$ cat src/rtl/nn_stage_seq.sv
// Phase sequencer for one neural stage: load -> forward passes -> error -> update.
// Optional watchdog on WAIT/UPD enabled by defining NN_STAGE_SEQ_WATCHDOG_EN.
module nn_stage_seq #(
  parameter int ADDR_W = 6,
  parameter int CNT_W  = 8,
  parameter int WD_CYC = 1023
) (
  input  logic              clk,
  input  logic              reset,
  input  logic              start,
  input  logic [2:0]        load_length,
  input  logic [2:0]        load_depth,
  input  logic [3:0]        error_length,
  input  logic [CNT_W-1:0]  state_length,
  input  logic              st_data_vld,
  input  logic              st_data_fst,
  output logic              st_data_rdy,
  input  logic              expected_vld,
  output logic              expected_rdy,
  output logic              mem_wr_en,
  output logic [ADDR_W-1:0] mem_wr_addr,
  output logic              dp_start,
  input  logic              dp_done,
  output logic              err_vld,
  output logic              upd_start,
  input  logic              upd_done,
  output logic              load_finish,
  output logic              fst_err,
  output logic [2:0]        state
`ifdef NN_STAGE_SEQ_WATCHDOG_EN
  ,
  output logic              wd_trip
`endif
);

  typedef enum logic [2:0] {
    S_IDLE = 3'd0,
    S_LOAD = 3'd1,
    S_RUN  = 3'd2,
    S_WAIT = 3'd3,
    S_ERR  = 3'd4,
    S_UPD  = 3'd5,
    S_DONE = 3'd6
  } state_t;

  if (WD_CYC < 1 || ADDR_W < 6 || CNT_W < 1) begin : g_param_check
    $error("nn_stage_seq: invalid parameter values");
  end

  state_t             cur;
  logic [2:0]         ll_q;
  logic [2:0]         ld_q;
  logic [3:0]         el_q;
  logic [CNT_W-1:0]   sl_q;
  logic [2:0]         row;
  logic [2:0]         word;
  logic [CNT_W-1:0]   pass;
  logic [3:0]         ebeat;
  logic               upd_first;
  logic               load_beat;
  logic               cfg_load;
  logic               abort_now;

  assign st_data_rdy  = (cur == S_LOAD);
  assign load_beat    = st_data_vld & st_data_rdy;
  assign mem_wr_en    = load_beat;
  assign mem_wr_addr  = ADDR_W'(row) * (ADDR_W'(ld_q) + ADDR_W'(1)) + ADDR_W'(word);
  assign expected_rdy = (cur == S_ERR);
  assign err_vld      = expected_vld & expected_rdy;
  assign dp_start     = (cur == S_RUN);
  assign upd_start    = upd_first;
  assign load_finish  = (cur == S_DONE) & ~abort_now;
  assign state        = cur;

`ifdef NN_STAGE_SEQ_WATCHDOG_EN
  localparam int WD_W = $clog2(WD_CYC + 1);

  logic [WD_W-1:0] wd_cnt;
  logic            wd_abort;
  logic            wd_run;
  logic            wd_hit;

  // Counter only advances while a wait state is not being satisfied this cycle.
  assign wd_run    = ((cur == S_WAIT) && !dp_done) || ((cur == S_UPD) && !upd_done);
  assign wd_hit    = wd_run && (wd_cnt == WD_W'(WD_CYC - 1));
  assign abort_now = wd_abort;

  always_ff @(posedge clk or negedge reset) begin
    if (!reset) begin
      wd_cnt   <= '0;
      wd_abort <= 1'b0;
      wd_trip  <= 1'b0;
    end else begin
      if (wd_hit) begin
        wd_cnt   <= '0;
        wd_abort <= 1'b1;
        wd_trip  <= 1'b1;
      end else if (wd_run) begin
        wd_cnt <= wd_cnt + WD_W'(1);
      end else begin
        wd_cnt <= '0;
      end
      if (cur == S_DONE) wd_abort <= 1'b0;
    end
  end
`else
  assign abort_now = 1'b0;
`endif

  // Config is captured only when a new load begins, from IDLE or straight from DONE.
  assign cfg_load = start && ((cur == S_IDLE) || ((cur == S_DONE) && !abort_now));

  always_ff @(posedge clk or negedge reset) begin
    if (!reset) begin
      ll_q <= '0;
      ld_q <= '0;
      el_q <= '0;
      sl_q <= '0;
    end else if (cfg_load) begin
      ll_q <= load_length;
      ld_q <= load_depth;
      el_q <= error_length;
      sl_q <= state_length;
    end
  end

  always_ff @(posedge clk or negedge reset) begin
    if (!reset) begin
      cur       <= S_IDLE;
      row       <= '0;
      word      <= '0;
      pass      <= '0;
      ebeat     <= '0;
      upd_first <= 1'b0;
      fst_err   <= 1'b0;
    end else begin
      upd_first <= 1'b0;
      case (cur)
        S_IDLE: if (start) cur <= S_LOAD;
        S_LOAD: begin
          if (load_beat) begin
            if (st_data_fst && ((row != 3'd0) || (word != 3'd0))) fst_err <= 1'b1;
            if (word == ld_q) begin
              word <= '0;
              if (row == ll_q) begin
                row <= '0;
                cur <= S_RUN;
              end else begin
                row <= row + 3'd1;
              end
            end else begin
              word <= word + 3'd1;
            end
          end
        end
        S_RUN: cur <= S_WAIT;
        S_WAIT: begin
          if (dp_done) begin
            if (pass == sl_q) begin
              pass <= '0;
              cur  <= S_ERR;
            end else begin
              pass <= pass + 1'b1;
              cur  <= S_RUN;
            end
          end
        end
        S_ERR: begin
          if (err_vld) begin
            if (ebeat == el_q) begin
              ebeat     <= '0;
              cur       <= S_UPD;
              upd_first <= 1'b1;
            end else begin
              ebeat <= ebeat + 4'd1;
            end
          end
        end
        S_UPD: if (upd_done) cur <= S_DONE;
        S_DONE: cur <= (start && !abort_now) ? S_LOAD : S_IDLE;
        default: cur <= S_IDLE;
      endcase
`ifdef NN_STAGE_SEQ_WATCHDOG_EN
      if (wd_hit) begin
        cur       <= S_DONE;
        pass      <= '0;
        upd_first <= 1'b0;
      end
`endif
    end
  end

endmodule

$ cat config.mk
export PLATFORM = sky130hd
export DESIGN_NAME = nn_stage_seq
export DESIGN_NICKNAME = d
export VERILOG_FILES = /design/src/rtl/nn_stage_seq.sv
export SDC_FILE = /design/constraint.sdc
export NUM_CORES = 1
export LEC_CHECK = 0
export BUFFER_PORTS_ARGS = -buffer_cell sky130_fd_sc_hd__buf_2
export CAP_MARGIN = 25
export CORE_AREA = 2 2 73 75
export CTS_BUF_LIST = sky130_fd_sc_hd__clkbuf_8
export CTS_CLUSTER_SIZE = 10
export DETAILED_ROUTE_END_ITERATION = 8
export DIE_AREA = 0 0 75 77
export PLACE_DENSITY = 0.77
export RECOVER_POWER = 100
export SYNTH_ARGS = -nofsm -noshare
export SYNTH_HDL_FRONTEND = slang
export SYNTH_SLANG_ARGS = --single-unit
export TNS_END_PERCENT = 50
$ cat constraint.sdc
create_clock -name clk -period 3.1 [get_ports clk]
set_clock_uncertainty 0.05 [all_clocks]
set_input_delay 0.155 -clock clk [delete_from_list [all_inputs] [get_ports clk]]
set_output_delay 0.155 -clock clk [all_outputs]
set_load 0.05 [all_outputs]
==> metrics <==
outcome=finished with violations; failing checks=max-capacitance violations, max-slew violations, negative setup slack; die height=77 um; Max FO, Critical Path=2; ant diodes=0; Final ANT Viol Nets=0; Setup CP Type=reg2out; CTS Sinks=41; final setup fails=4; DRC errors left=0; CTS tree=done; Max Freq=0.291 GHz; number of fill cells=422; Vias=1975; Max Buffers Root-to-Sink=2; WL/cell=13.9 um; CP Data Arrival Time=3.23 ns; Crit path largest cell delay=0.53 ns; syn_area_per_cell=10.4 sq um; drt pass-1 iters=4; starting DRC count in detailed routing=103; Min Clock Period, post-route=3.43 ns; GPL Wtd Cong=0.832; Clk pin slew, worst setup/hold paths=0.07 ns; core region area=0.00498 sq mm; Die Wd=75 um; RSZ-0062 raised after global routing=true; crit start category=flip-flop; number of flops mapped to enable cells by yosys=0; Die Area=0.00578 sq mm; Slew Viols, Final=42; Synth Flop Type=dfrtp_1; top post-synthesis cells by count=dfrtp_1 (41), xnor2_1 (25), nand2_1 (22); worst-path cell chain=ha_2 -> nand2_1 -> fa_1 -> inv_1 -> fa_1 -> inv_2 -> fa_2 -> inv_2 -> a21o_1 -> a21oi_4 -> xnor2_4 -> buf_6; I/O pin total=43; first-pass GRT wire length=9.23 mm; All-Layer GR Usage=0.207; Area Growth Syn to Fin=18.7%; standard-cell row count=26; Yosys reg bits=41; Root Buffer Master=clkbuf_8; largest net degree at the start of global routing=42; Worst Path Required=2.89 ns; H-tree Lvls=2; I/O Buffers=42; maxcap violations=1; initial core utilization=0.511; Clock Latency Late Sink=0.29 ns; Cell Area, Synth=0.00254 sq mm; Synth warnings=0; Util after Layout=0.607; crit end category=primary output; HPWL after DPL=3.88 mm; slew at the pin with the worst max-slew slack=2.15 ns; count leader, synth=dfrtp_1; Routed WL=5.16 mm; Yosys cell types=43; nets@finish=348; Slowest cell on crit path=fa_1; Final period util=1.11; Min-Delay Path Class=in2reg; Yosys top cell by area=dfrtp_1; ys async rst share=1.00; PnR worst setup slack=-0.334 ns; vias in the first global route=2002; ranking of synthesized cells by area=dfrtp_1 (40%), xnor2_1 (8.6%), ha_1 (8.4%); Synthesized Nets=292; vias per cell=5.31; Final Hold Fails=0; layout cells sized above 1=0.192; CTS buffer count=5; final hold slack=0.0247 ns; initial antenna violation count=0; Syn Inst Count=245; share of Yosys cell area claimed by the top area cell type=0.403; Slew HR=-0.431; grt ovf=0; register area share after synthesis=0.403
flip-flops by register name, summed over array words and instances (netlist names):
name       flops
pass           8
sl_q           8
ebeat          4
el_q           4
ld_q           3
ll_q           3
row            3
state          3
word           3
fst_err        1
upd_start      1
kinds of logic after synthesis:
| family | count (synthesis) | share of synthesized area |
|---|---|---|
| XOR/XNOR | 27 | 0.0929 |
| adder cells (fa/ha/maj) | 21 | 0.115 |
| multiplexers | 19 | 0.0988 |
| buffers and inverters | 25 | 0.0452 |
| flip-flops | 41 | 0.403 |
| AND/OR/NAND/NOR | 73 | 0.150 |
| AO/OA/AOI/OAI | 39 | 0.0949 |
cells in the final DEF (no fill, tap or decap), types with 3 or more instances in the layout:
cell type,count
o22ai_1,5
fa_1,3
mux2_1,18
nand4_1,6
buf_6,4
nand2_1,22
clkbuf_8,5
inv_1,18
dfrtp_1,41
nand3_1,10
ha_1,15
nand2b_1,3
inv_2,3
and2_1,6
buf_4,12
buf_2,24
o21ai_1,3
a21o_1,3
o21ai_0,11
xnor2_1,22
nor3_1,5
nor2_1,9
clkbuf_1,15
a21oi_1,5
worst max-delay path, delay by kind of cell, from the launching register on:
kind                     cells  cell delay [ns]
AND/OR/NAND/NOR              1             0.08
AO/OA/AOI/OAI                2             0.23
buffers and inverters        4             0.32
flip-flops                   1             0.40
XOR/XNOR                     1             0.13
adder cells (fa/ha/maj)      4             1.76
path summary, 6_finish.rpt:
kind	slack (ns)	cells after the start	to	start
setup / recovery	-0.33	12	mem_wr_addr[5]	ld_q[1]
setup reg to reg	0.77	4	sl_q[1]	state[1]
max in group asynchronous	0.79	2	pass[7]	reset
hold reg to reg	0.42	1	fst_err	fst_err
hold / removal	0.02	2	el_q[1]	error_length[1]
min in group asynchronous	0.98	2	sl_q[0]	reset
metal layers:
metal	vias up	global-route usage	share of wire
li1	961	-	-
met1	966	0.284	0.44
met2	41	0.324	0.51
met3	7	0.0355	0.036
met4	0	0.0786	0.017
met5	-	0	0
layout make-up:
type                            instances  area (sq um)  share of cell area
Timing Repair Buffer                   56           322               0.106
Inverter                               18          67.6              0.0224
Tap cell                               70          87.6              0.0290
Multi-Input combinational cell        179          1440               0.476
Sequential cell                        41          1030               0.340
Clock buffer                            5          68.8              0.0228
Clock inverter                          3          11.3             0.00373
what timing repair did:
action | 4_1_cts | 5_1_grt
hold endpoints to repair | 41 | 0
setup endpoints to repair | 4 | 4
gates cloned | 0 | 0
pin swaps | 11 | 7
buffers inserted | 0 | 1
hold buffers | 1 | 0
resized for setup | 16 | 2
stage by stage:
stage	instance area, sq um	cells	worst slack (ns)	setup TNS, ns
6_report	3020	372	-0.334	-1.01
5_1_grt	3020	372	-0.463	-1.47
4_1_cts	3070	371	-0.330	-0.931
3_5_place_dp	2920	362	-0.304	-0.671
3_3_place_gp	2920	362	-0.190	-0.348
2_1_floorplan	2580	245	-0.220	-0.303
Power is not shown: default switching activity piles up to over one toggle a cycle in this logic, so the estimate is an artifact.
